File: src/rtl/pkg_tx.sv
// Packet transmit stage: buffers one packet of 16-bit words, then sends it as a
// framed byte stream (sync, id, length, data MSB-first, checksum) over ready/valid.
`timescale 1ns/1ps
module pkg_tx #(
    parameter int           DEPTH = 64,
    parameter int           AW    = 6,
    parameter logic [7:0]   SYNC  = 8'hA5
) (
    input  logic        clk_sys,
    input  logic        rst_n,
    input  logic [5:0]  dev_id,
    input  logic [15:0] pkg_d,
    input  logic        pkg_vld,
    output logic        pkg_done,
    output logic [7:0]  tx_d,
    output logic        tx_vld,
    input  logic        tx_rdy,
    output logic        ovf,
    output logic [3:0]  dbg_state_o
);

    // tx byte stream: a byte moves when tx_vld && tx_rdy; tx_vld/tx_d never change while stalled.
    typedef enum logic [3:0] {
        S_IDLE, S_RECV, S_HDR0, S_HDR1, S_LEN, S_DATH, S_DATL, S_SUM, S_DONE
    } state_t;

    localparam logic [AW:0]   CNT_ONE  = 1;
    localparam logic [AW:0]   CNT_FULL = (AW+1)'(DEPTH);
    localparam logic [AW-1:0] IDX_ONE  = 1;

    state_t        state_q, state_d;
    logic [AW:0]   count_q, count_d;
    logic [AW-1:0] idx_q, idx_d;
    logic [7:0]    sum_q, sum_d;
    logic [5:0]    id_q, id_d;
    logic          ovf_q, ovf_d;
    logic          ovf_seen_q, ovf_seen_d;
    logic [7:0]    tx_d_q, tx_d_d;
    logic          tx_vld_q, tx_vld_d;
    logic          we;
    logic [AW-1:0] wr_addr;
    logic [15:0]   rd_word;
    logic          xfer;

    logic [15:0] mem_q [DEPTH];

    always_ff @(posedge clk_sys) begin
        if (we) mem_q[wr_addr] <= pkg_d;
    end

    always_ff @(posedge clk_sys or negedge rst_n) begin
        if (!rst_n) begin
            state_q    <= S_IDLE;
            count_q    <= '0;
            idx_q      <= '0;
            sum_q      <= '0;
            id_q       <= '0;
            ovf_q      <= 1'b0;
            ovf_seen_q <= 1'b0;
            tx_d_q     <= '0;
            tx_vld_q   <= 1'b0;
        end else begin
            state_q    <= state_d;
            count_q    <= count_d;
            idx_q      <= idx_d;
            sum_q      <= sum_d;
            id_q       <= id_d;
            ovf_q      <= ovf_d;
            ovf_seen_q <= ovf_seen_d;
            tx_d_q     <= tx_d_d;
            tx_vld_q   <= tx_vld_d;
        end
    end

    assign xfer = tx_vld_q && tx_rdy;

    always_comb begin
        state_d    = state_q;
        count_d    = count_q;
        idx_d      = idx_q;
        sum_d      = sum_q;
        id_d       = id_q;
        ovf_d      = 1'b0;
        ovf_seen_d = ovf_seen_q;
        we         = 1'b0;
        wr_addr    = '0;
        case (state_q)
            S_IDLE: begin
                count_d    = '0;
                idx_d      = '0;
                sum_d      = '0;
                ovf_seen_d = 1'b0;
                if (pkg_vld) begin
                    we      = 1'b1;
                    count_d = CNT_ONE;
                    id_d    = dev_id;
                    state_d = S_RECV;
                end
            end
            S_RECV: begin
                if (!pkg_vld) begin
                    state_d = S_HDR0;
                end else if (count_q < CNT_FULL) begin
                    we      = 1'b1;
                    wr_addr = count_q[AW-1:0];
                    count_d = count_q + CNT_ONE;
                end else if (!ovf_seen_q) begin
                    ovf_d      = 1'b1;
                    ovf_seen_d = 1'b1;
                end
            end
            S_HDR0: if (xfer) state_d = S_HDR1;
            S_HDR1: if (xfer) begin
                sum_d   = sum_q + tx_d_q;
                state_d = S_LEN;
            end
            S_LEN: if (xfer) begin
                sum_d   = sum_q + tx_d_q;
                idx_d   = '0;
                state_d = S_DATH;
            end
            S_DATH: if (xfer) begin
                sum_d   = sum_q + tx_d_q;
                state_d = S_DATL;
            end
            S_DATL: if (xfer) begin
                sum_d = sum_q + tx_d_q;
                if ({1'b0, idx_q} + CNT_ONE == count_q) begin
                    state_d = S_SUM;
                end else begin
                    idx_d   = idx_q + IDX_ONE;
                    state_d = S_DATH;
                end
            end
            S_SUM: if (xfer) state_d = S_DONE;
            S_DONE: begin
                count_d = '0;
                state_d = S_IDLE;
            end
            default: state_d = S_IDLE;
        endcase
    end

    // The output register is loaded with the byte of the state being entered,
    // so the buffer is read asynchronously at the next index.
    assign rd_word = mem_q[idx_d];

    always_comb begin
        tx_d_d   = '0;
        tx_vld_d = 1'b0;
        pkg_done = (state_q == S_DONE);
        case (state_d)
            S_HDR0: begin tx_vld_d = 1'b1; tx_d_d = SYNC; end
            S_HDR1: begin tx_vld_d = 1'b1; tx_d_d = {2'b00, id_d}; end
            S_LEN:  begin tx_vld_d = 1'b1; tx_d_d = 8'(count_d); end
            S_DATH: begin tx_vld_d = 1'b1; tx_d_d = rd_word[15:8]; end
            S_DATL: begin tx_vld_d = 1'b1; tx_d_d = rd_word[7:0]; end
            S_SUM:  begin tx_vld_d = 1'b1; tx_d_d = sum_d; end
            default: ;
        endcase
    end

    assign tx_d        = tx_d_q;
    assign tx_vld      = tx_vld_q;
    assign ovf         = ovf_q;
    assign dbg_state_o = state_q;

endmodule

File: config.mk
export PLATFORM = sky130hd
export DESIGN_NAME = pkg_tx
export DESIGN_NICKNAME = d
export VERILOG_FILES = /design/src/rtl/pkg_tx.sv
export SDC_FILE = /design/constraint.sdc
export NUM_CORES = 1
export LEC_CHECK = 0
export ABC_AREA = 1
export CAP_MARGIN = 40
export CORE_MARGIN = 3
export CORE_UTILIZATION = 42
export CTS_BUF_LIST = sky130_fd_sc_hd__clkbuf_4
export DETAILED_ROUTE_END_ITERATION = 10
export DONT_BUFFER_PORTS = 1
export GPL_ROUTABILITY_DRIVEN = 0
export PLACE_DENSITY_LB_ADDON = 0.08
export SLEW_MARGIN = 20
export SYNTH_ARGS = -nofsm -noshare
export SYNTH_HDL_FRONTEND = slang
export SYNTH_SLANG_ARGS = --single-unit
File: constraint.sdc
create_clock -name clk_sys -period 3.7 [get_ports clk_sys]
set_clock_uncertainty 0.2 [all_clocks]
set_input_delay 0.74 -clock clk_sys [delete_from_list [all_inputs] [get_ports clk_sys]]
set_output_delay 0.74 -clock clk_sys [all_outputs]
set_load 0.03 [all_outputs]
==> metrics.md, run 1 <==
| Metric | Value |
|---|---|
| Achievable frequency | 278 MHz |
| Synth warn | 0 |
| Port buffer count | 0 |
| Cell types with the highest counts after synthesis | 1191 x nand3_1, 1024 x edfxtp_1, 925 x nand2_1 |
| Initial DRT Pass Iterations | 6 |
| Chip width | 331 um |
| Footprint of the flip-flops and latches | 31800 um2 |
| Fill cell count | 9219 |
| Number of buffers on the longest clock path | 4 |
| Layout-stage area growth over the synthesis result | 22.3% |
| MaxCap Viol Count | 0 |
| Clock tree from TritonCTS | built |
| Largest driver fanout on the critical path | 29 |
| Number of flops mapped to enable cells by yosys | 1024 |
| Syn nets | 3840 |
| Post-synth top flop | edfxtp_1 |
| Cell seen most often among critical-path stages | nand3_1 |
| Antenna violations before repair | 9 |
| DRC violations left | 0 |
| First-pass GRT wire length | 211000 um |
| Clock net sink count | 1066 |
| Class of the most critical hold timing path | flop to flop |
| Req. time, crit path | 4530 ps |
| Post-layout instance count excluding filler cells | 5826 |
| H-tree depth | 5 |
| Core area | 104000 um2 |
| Number of rows created at floorplan | 118 |
| DIE HEIGHT | 331 um |
| Grt met2 use | 39.8% |
| Number of cells produced by synthesis | 3803 |
| Delay of the slowest critical-path stage | 430 ps |
| Post-route cell area | 54300 um2 |
| Met1 usage | 36.0% |
| Worst Setup Path Type | flop to flop |
| Latest clock arrival within the worst-skew pair | 1130 ps |
| Final worst slack | 98.8 ps |
| Total GRT Usage | 25.8% |
| Max stage delay cell, worst path | dfrtp_1 |
| Library cell with the highest instance count after synthesis | nand3_1 |
| Post-synthesis cell type count | 43 |
| Global route overflow | 0 |
| Number of primary I/O pins | 41 |
| Pwr dens | 788 nW/um2 |
| Count of routing violations after the opening detailed-route iteration | 3311 |
| Yosys top cell area share | 69.2% |
| Slew of the pin with the lowest slew margin | 783 ps |
| Final worst-path cycle share | 97.3% |
| Nature of the critical path startpoint | flop |
| Number of endpoints with negative hold slack in the final report | 0 |
| Pre-CTS setup slack | -257 ps |
| Max-slew violation count | 0 |
| Routed length per placed instance | 25.1 um |
| Leakage power of the design | 0.0202 uW |
| Register bit total from synthesis | 1066 |
| Crit end category | flop |
| Area used by multi-input combinational logic | 12000 um2 |
| Shortest clock period the worst path allows after layout | 3600 ps |
| Synthesized area per cell | 11.7 um2 |
| Drt total wl | 146000 um |
| Most Used Layer, Global Route | met2 |
| Number of global-route vias before repair | 31900 |
| Half-perimeter wire length of the detailed placement result | 83200 um |
| Total negative slack for setup checks | 0 ps |
| Residual antenna-violating net count after detailed routing | 0 |
| Number of buffers added by the clock tree synthesis step | 300 |
| Fraction of final layout cells with drive strength greater than 1 | 21.8% |
| Data arrival time of the worst path | 4430 ps |
| Register area share after synthesis | 71.6% |
| Avg Vias per Cell | 5.60 |
| Relative slew margins | 47.2% |
| CTS Root Buffer Type | clkbuf_4 |
| Post-DP Area | 47900 um2 |
| Synth async-reset ratio | 3.94% |
| Pin count of the biggest net entering global routing | 71 |
| Power after layout | 42800 uW |
| Dominant cells by area after synthesis | edfxtp_1 69%, nand3_1 13%, nand2_1 7.8%, dfrtp_1 2.4%, buf_2 1.4% |
| Total number of vias | 32600 |
| Setup repair after global routing missed its margin | yes |
| Maximum ir drop on the vdd rail | 511 uV |
| Cell type with the largest total area after synthesis | edfxtp_1 |
| Die area | 110000 um2 |
| CTS clock-pin slew for the worst setup and hold paths | 70 ps |
| # setup viols final | 0 |
| Post-synthesis cell area | 44400 um2 |
| Status | finished clean |
| Met3 Track Usage GR | 5.80% |
| Number of nets in the layout | 4294 |
| Inst Count DP | 5233 |
| Starting density of the core | 42.6% |
-- per-layer routing --
metal / share of wire, % / vias up
met5: 0.018 / -
met4: 2.9 / 4
met3: 8.4 / 271
met2: 46 / 1524
met1: 43 / 16100
li1: - / 14700
-- stage by stage --
stage          util, %  hold WS, ps
2_1_floorplan        -          210
3_3_place_gp      45.9          246
3_5_place_dp      45.9          246
4_1_cts           50.6          209
5_1_grt           52.1          246
6_report          52.1          281
-- worst max-delay path, delay by kind of cell (launching register included) --
kind / cells / cell delay (ps)
buffers and inverters: 5 / 660
AND/OR/NAND/NOR: 19 / 1930
adder cells (fa/ha/maj): 1 / 270
flip-flops: 1 / 430
-- cell families after synthesis --
family	count (synthesis)	share of synthesized area, %
XOR/XNOR	6	0.149
multiplexers	6	0.152
buffers and inverters	372	3.87
adder cells (fa/ha/maj)	11	0.327
AND/OR/NAND/NOR	2281	23.1
AO/OA/AOI/OAI	61	0.811
flip-flops	1066	71.6
-- layout make-up --
| cell class | instances | area share, % |
|---|---|---|
| Clock buffer | 414 | 5.72 |
| Timing Repair Buffer | 395 | 8.65 |
| Inverter | 127 | 0.962 |
| Multi-Input combinational cell | 2366 | 22.2 |
| Sequential cell | 1066 | 58.5 |
| Timing Repair inverter | 1 | 0.0299 |
| Tap cell | 1380 | 3.18 |
| Antenna cell | 6 | 0.0276 |
| Clock inverter | 71 | 0.757 |
-- cell usage in the layout, fill, tap and decap left out, types with 3 or more instances in the layout --
| cell type | netlist | routed |
|---|---|---|
| a221oi_1 | 3 | 3 |
| o211ai_1 | 4 | 4 |
| nand3b_1 | 43 | 43 |
| a21oi_1 | 12 | 12 |
| nand3_2 | 2 | 100 |
| a22o_1 | 3 | 3 |
| buf_16 | 0 | 32 |
| clkinv_1 | 2 | 57 |
| nor2_2 | 1 | 8 |
| buf_4 | 34 | 239 |
| dlygate4sd3_1 | 0 | 32 |
| xor2_1 | 3 | 3 |
| nand4_1 | 4 | 4 |
| mux2_2 | 6 | 6 |
| nand2_8 | 0 | 3 |
| edfxtp_1 | 1024 | 1024 |
| buf_6 | 6 | 21 |
| inv_2 | 2 | 7 |
| dfrtp_1 | 42 | 42 |
| buf_12 | 0 | 55 |
| nand3_4 | 0 | 40 |
| o21ai_0 | 25 | 25 |
| nand3_1 | 1191 | 1053 |
| ha_1 | 10 | 9 |
| nor3_1 | 11 | 11 |
| clkinv_2 | 0 | 3 |
| bufinv_16 | 0 | 5 |
| diode_2 | 0 | 6 |
| nand2_1 | 925 | 922 |
| clkbuf_16 | 0 | 11 |
| clkbuf_4 | 0 | 414 |
| buf_8 | 0 | 4 |
| nand2_4 | 0 | 3 |
| inv_1 | 123 | 121 |
| nor2_1 | 96 | 89 |
-- worst paths after layout --
kind	cells after the start	startpoint	to	slack (ps)
min	1	ovf_seen_q$_DFFE_PN0P_	ovf$_DFF_PN0_	280
min reg2reg	1	ovf_seen_q$_DFFE_PN0P_	ovf$_DFF_PN0_	280
min in group asynchronous	4	rst_n	ovf$_DFF_PN0_	610
max	25	idx_q[1]$_DFF_PN0_	tx_d[5]$_DFF_PN0_	100
max in group asynchronous	4	rst_n	idx_q[4]$_DFF_PN0_	2400
max reg2reg	25	idx_q[1]$_DFF_PN0_	tx_d[5]$_DFF_PN0_	100
-- flip-flops by register name, summed over array words and instances (netlist names) --
register,count
tx_d,8
ovf,1
tx_vld,1
sum_q,8
idx_q,6
ovf_seen_q,1
id_q,6
dbg_state_o,4
count_q,7
mem_q,1024
-- repair_timing --
action	in CTS	in global routing
setup endpoints to repair	8	150
hold endpoints to repair	1096	0
cloned	7	11
hold buffers	50	0
gates resized for setup	75	179
pin swaps	5	39
buffers inserted	1	33
-- power breakdown --
part / internal, uW / leakage (uW) / total, uW / switching [uW]
Clock: 5470 / 0.00211 / 10300 / 4780
Sequential: 13500 / 0.00975 / 13700 / 219
Combinational: 6880 / 0.00838 / 18900 / 12000
Total: 25800 / 0.0202 / 42800 / 17000
Power figures use the tool's default switching activity.
==> run 2: changes to the inputs <==
--- a/config.mk
+++ b/config.mk
@@ -7,9 +7,11 @@
 export LEC_CHECK = 0
 export ABC_AREA = 1
 export CAP_MARGIN = 40
+export CORE_ASPECT_RATIO = 1.1
 export CORE_MARGIN = 3
 export CORE_UTILIZATION = 42
 export CTS_BUF_LIST = sky130_fd_sc_hd__clkbuf_4
+export CTS_CLUSTER_SIZE = 10
 export DETAILED_ROUTE_END_ITERATION = 10
 export DONT_BUFFER_PORTS = 1
 export GPL_ROUTABILITY_DRIVEN = 0
==> run 2 against run 1 <==
Against the previous run:
- via count shrank 1.6%
- core utilization shrank 1.1 points
- final cell count shrank 0.10%
- die area is essentially flat
- clock power is essentially flat
- critical endpoint is now tx_d[3]$_DFF_PN0_
- total power shrank 2.5%
- global-route usage shrank 0.076 points
- setup slack gained 4.3 ps
- critical path type unchanged
- non-clock buffer count shrank 28
- sequential power is essentially flat
==> metrics.md, run 2 (same netlist as run 1, synthesis figures left out) <==
| Metric | Value |
|---|---|
| Number of rows created at floorplan | 124 |
| Req. time, crit path | 4540 ps |
| Core area | 104000 um2 |
| Number of primary I/O pins | 41 |
| Worst reg2reg startpoint | idx_q[0]$_DFF_PN0_ |
| Starting density of the core | 42.6% |
| H-tree depth | 5 |
| Largest driver fanout on the critical path | 36 |
| Worst setup path startpoint | idx_q[0]$_DFF_PN0_ |
| MaxCap Viol Count | 0 |
| Highest-count cells in the layout ignoring fill and taps | 1137 x nand3_1, 1024 x edfxtp_1, 920 x nand2_1 |
| Max-slew violation count | 0 |
| Total number of vias | 32100 |
| Most common library cell in the layout ignoring fill and taps | nand3_1 |
| Met2 routed wirelength | 65900 um |
| Total negative slack for setup checks | 0 ps |
| Data arrival time of the worst path | 4440 ps |
| CTS clock-pin slew for the worst setup and hold paths | 60 ps |
| Class of the most critical hold timing path | input pin to flop |
| Nature of the critical path startpoint | flop |
| Number of global-route vias before repair | 31200 |
| Pin count of the biggest net entering global routing | 65 |
| Residual antenna-violating net count after detailed routing | 0 |
| Top metal layer carrying routed signals | met5 |
| Half-perimeter wire length of the detailed placement result | 82700 um |
| Number of buffers added by the clock tree synthesis step | 305 |
| Pwr dens | 783 nW/um2 |
| Clock tree from TritonCTS | built |
| Achievable frequency | 278 MHz |
| DRC violations left | 0 |
| First-pass GRT wire length | 206000 um |
| Worst Setup Path Type | flop to flop |
| Port buffer count | 0 |
| Worst min-delay path startpoint | pkg_vld |
| Total GRT Usage | 25.7% |
| Slew of the pin with the lowest slew margin | 871 ps |
| Number of endpoints with negative hold slack in the final report | 0 |
| Clock net sink count | 1066 |
| Die area | 110000 um2 |
| Sum of routed wire segments on met1 | 60400 um |
| Status | finished clean |
| Routed length per placed instance | 24.5 um |
| Post-route cell area | 53300 um2 |
| Initial DRT Pass Iterations | 6 |
| Latest clock arrival within the worst-skew pair | 1250 ps |
| Chip width | 316 um |
| Antenna violations before repair | 7 |
| Global route overflow | 0 |
| Avg Vias per Cell | 5.51 |
| Largest Register | mem_q |
| Layout-stage area growth over the synthesis result | 20.0% |
| Maximum ir drop on the vdd rail | 466 uV |
| Number of buffers on the longest clock path | 4 |
| Shortest clock period the worst path allows after layout | 3600 ps |
| Max reg flops | 1024 |
| DIE HEIGHT | 347 um |
| Number of nets in the layout | 4270 |
| Fraction of final layout cells with drive strength greater than 1 | 20.0% |
| Final worst slack | 103 ps |
| Met3 wire length | 11200 um |
| Pre-CTS setup slack | -100 ps |
| Final worst-path cycle share | 97.2% |
| Crit end category | flop |
| Relative slew margins | 41.3% |
| Post-DP Area | 48200 um2 |
| CTS Root Buffer Type | clkbuf_4 |
| Count of routing violations after the opening detailed-route iteration | 2871 |
| # setup viols final | 0 |
| Drt total wl | 143000 um |
| Leakage power of the design | 0.0199 uW |
| Utilization after layout | 51.1% |
[run 2: cell types whose count changed in the layout (fill, tap and decap cells not counted), moves of 5 or more]
| cell | previous run | this run |
|---|---|---|
| buf_12 | 55 | 62 |
| nand3_4 | 40 | 9 |
| nor2_2 | 8 | 19 |
| buf_6 | 21 | 7 |
| bufinv_16 | 5 | 0 |
| clkbuf_4 | 414 | 437 |
| nand3_2 | 100 | 47 |
| nor2_1 | 89 | 76 |
| buf_4 | 239 | 233 |
| buf_16 | 32 | 26 |
| nand3_1 | 1053 | 1137 |
[run 2: cell type report]
type / count / area, um2
Antenna cell: 6 / 15.0
Clock buffer: 437 / 3280
Clock inverter: 65 / 251
Fill cell: 9339 / 51100
Inverter: 127 / 513
Multi-Input combinational cell: 2365 / 11400
Sequential cell: 1066 / 31800
Tap cell: 1386 / 1730
Timing Repair Buffer: 367 / 4280
Timing Repair inverter: 1 / 11.3
[run 2: final timing paths]
path | end | slack, ps | cells past startpoint
setup / recovery | tx_d[3]$_DFF_PN0_ | 100 | 23
hold / removal | ovf$_DFF_PN0_ | 300 | 3
setup reg to reg | tx_d[3]$_DFF_PN0_ | 100 | 23
hold reg to reg | ovf$_DFF_PN0_ | 310 | 1
max in group asynchronous | idx_q[1]$_DFF_PN0_ | 2440 | 4
min in group asynchronous | tx_d[1]$_DFF_PN0_ | 540 | 4
[run 2: power by group]
part	total (uW)	switching, uW	internal, uW
logic	17900	11700	6130
clock network	10200	4840	5370
registers	13700	207	13500
[run 2: repair_timing]
| action | in CTS | in global routing |
|---|---|---|
| endpoints found under the setup margin | 14 | 122 |
| pin swaps | 0 | 8 |
| buffers inserted | 0 | 9 |
| hold buffers | 50 | 0 |
| gates resized for setup | 6 | 97 |
| cloned | 0 | 8 |
| endpoints found under the hold margin | 1098 | 0 |
[run 2: per-stage QoR]
step / std cells / hold WS (ps) / power [uW]
6_report: 5820 / 302 / 41800
5_1_grt: 5817 / 242 / 44000
4_1_cts: 5797 / 169 / 41100
3_5_place_dp: 5245 / 246 / 30300
3_3_place_gp: 5245 / 245 / 30300
2_1_floorplan: 3803 / 210 / 22700
[run 2: routing by layer]
| layer | track usage, % | vias up |
|---|---|---|
| li1 | - | 14600 |
| met1 | 35.1 | 15800 |
| met2 | 39.1 | 1334 |
| met3 | 6.14 | 265 |
| met4 | 11.4 | 2 |
| met5 | 0 | - |
[run 2: worst max-delay path: stages (launching register included)]
cell	delay, ps
dfrtp_1	410
ha_4	260
inv_1	50
nand2_1	50
nand2_1	60
nand2_1	50
nor2_1	90
nand3_1	80
nor2_2	160
nand3_4	130
nand2_4	110
nand2_4	60
nand3_4	140
nand2_8	160
buf_12	220
nand2_1	90
nand3_1	80
nand3_1	160
nand3_1	150
nand3_1	260
nand3_1	110
buf_4	170
nand3_2	90
nand3_1	90
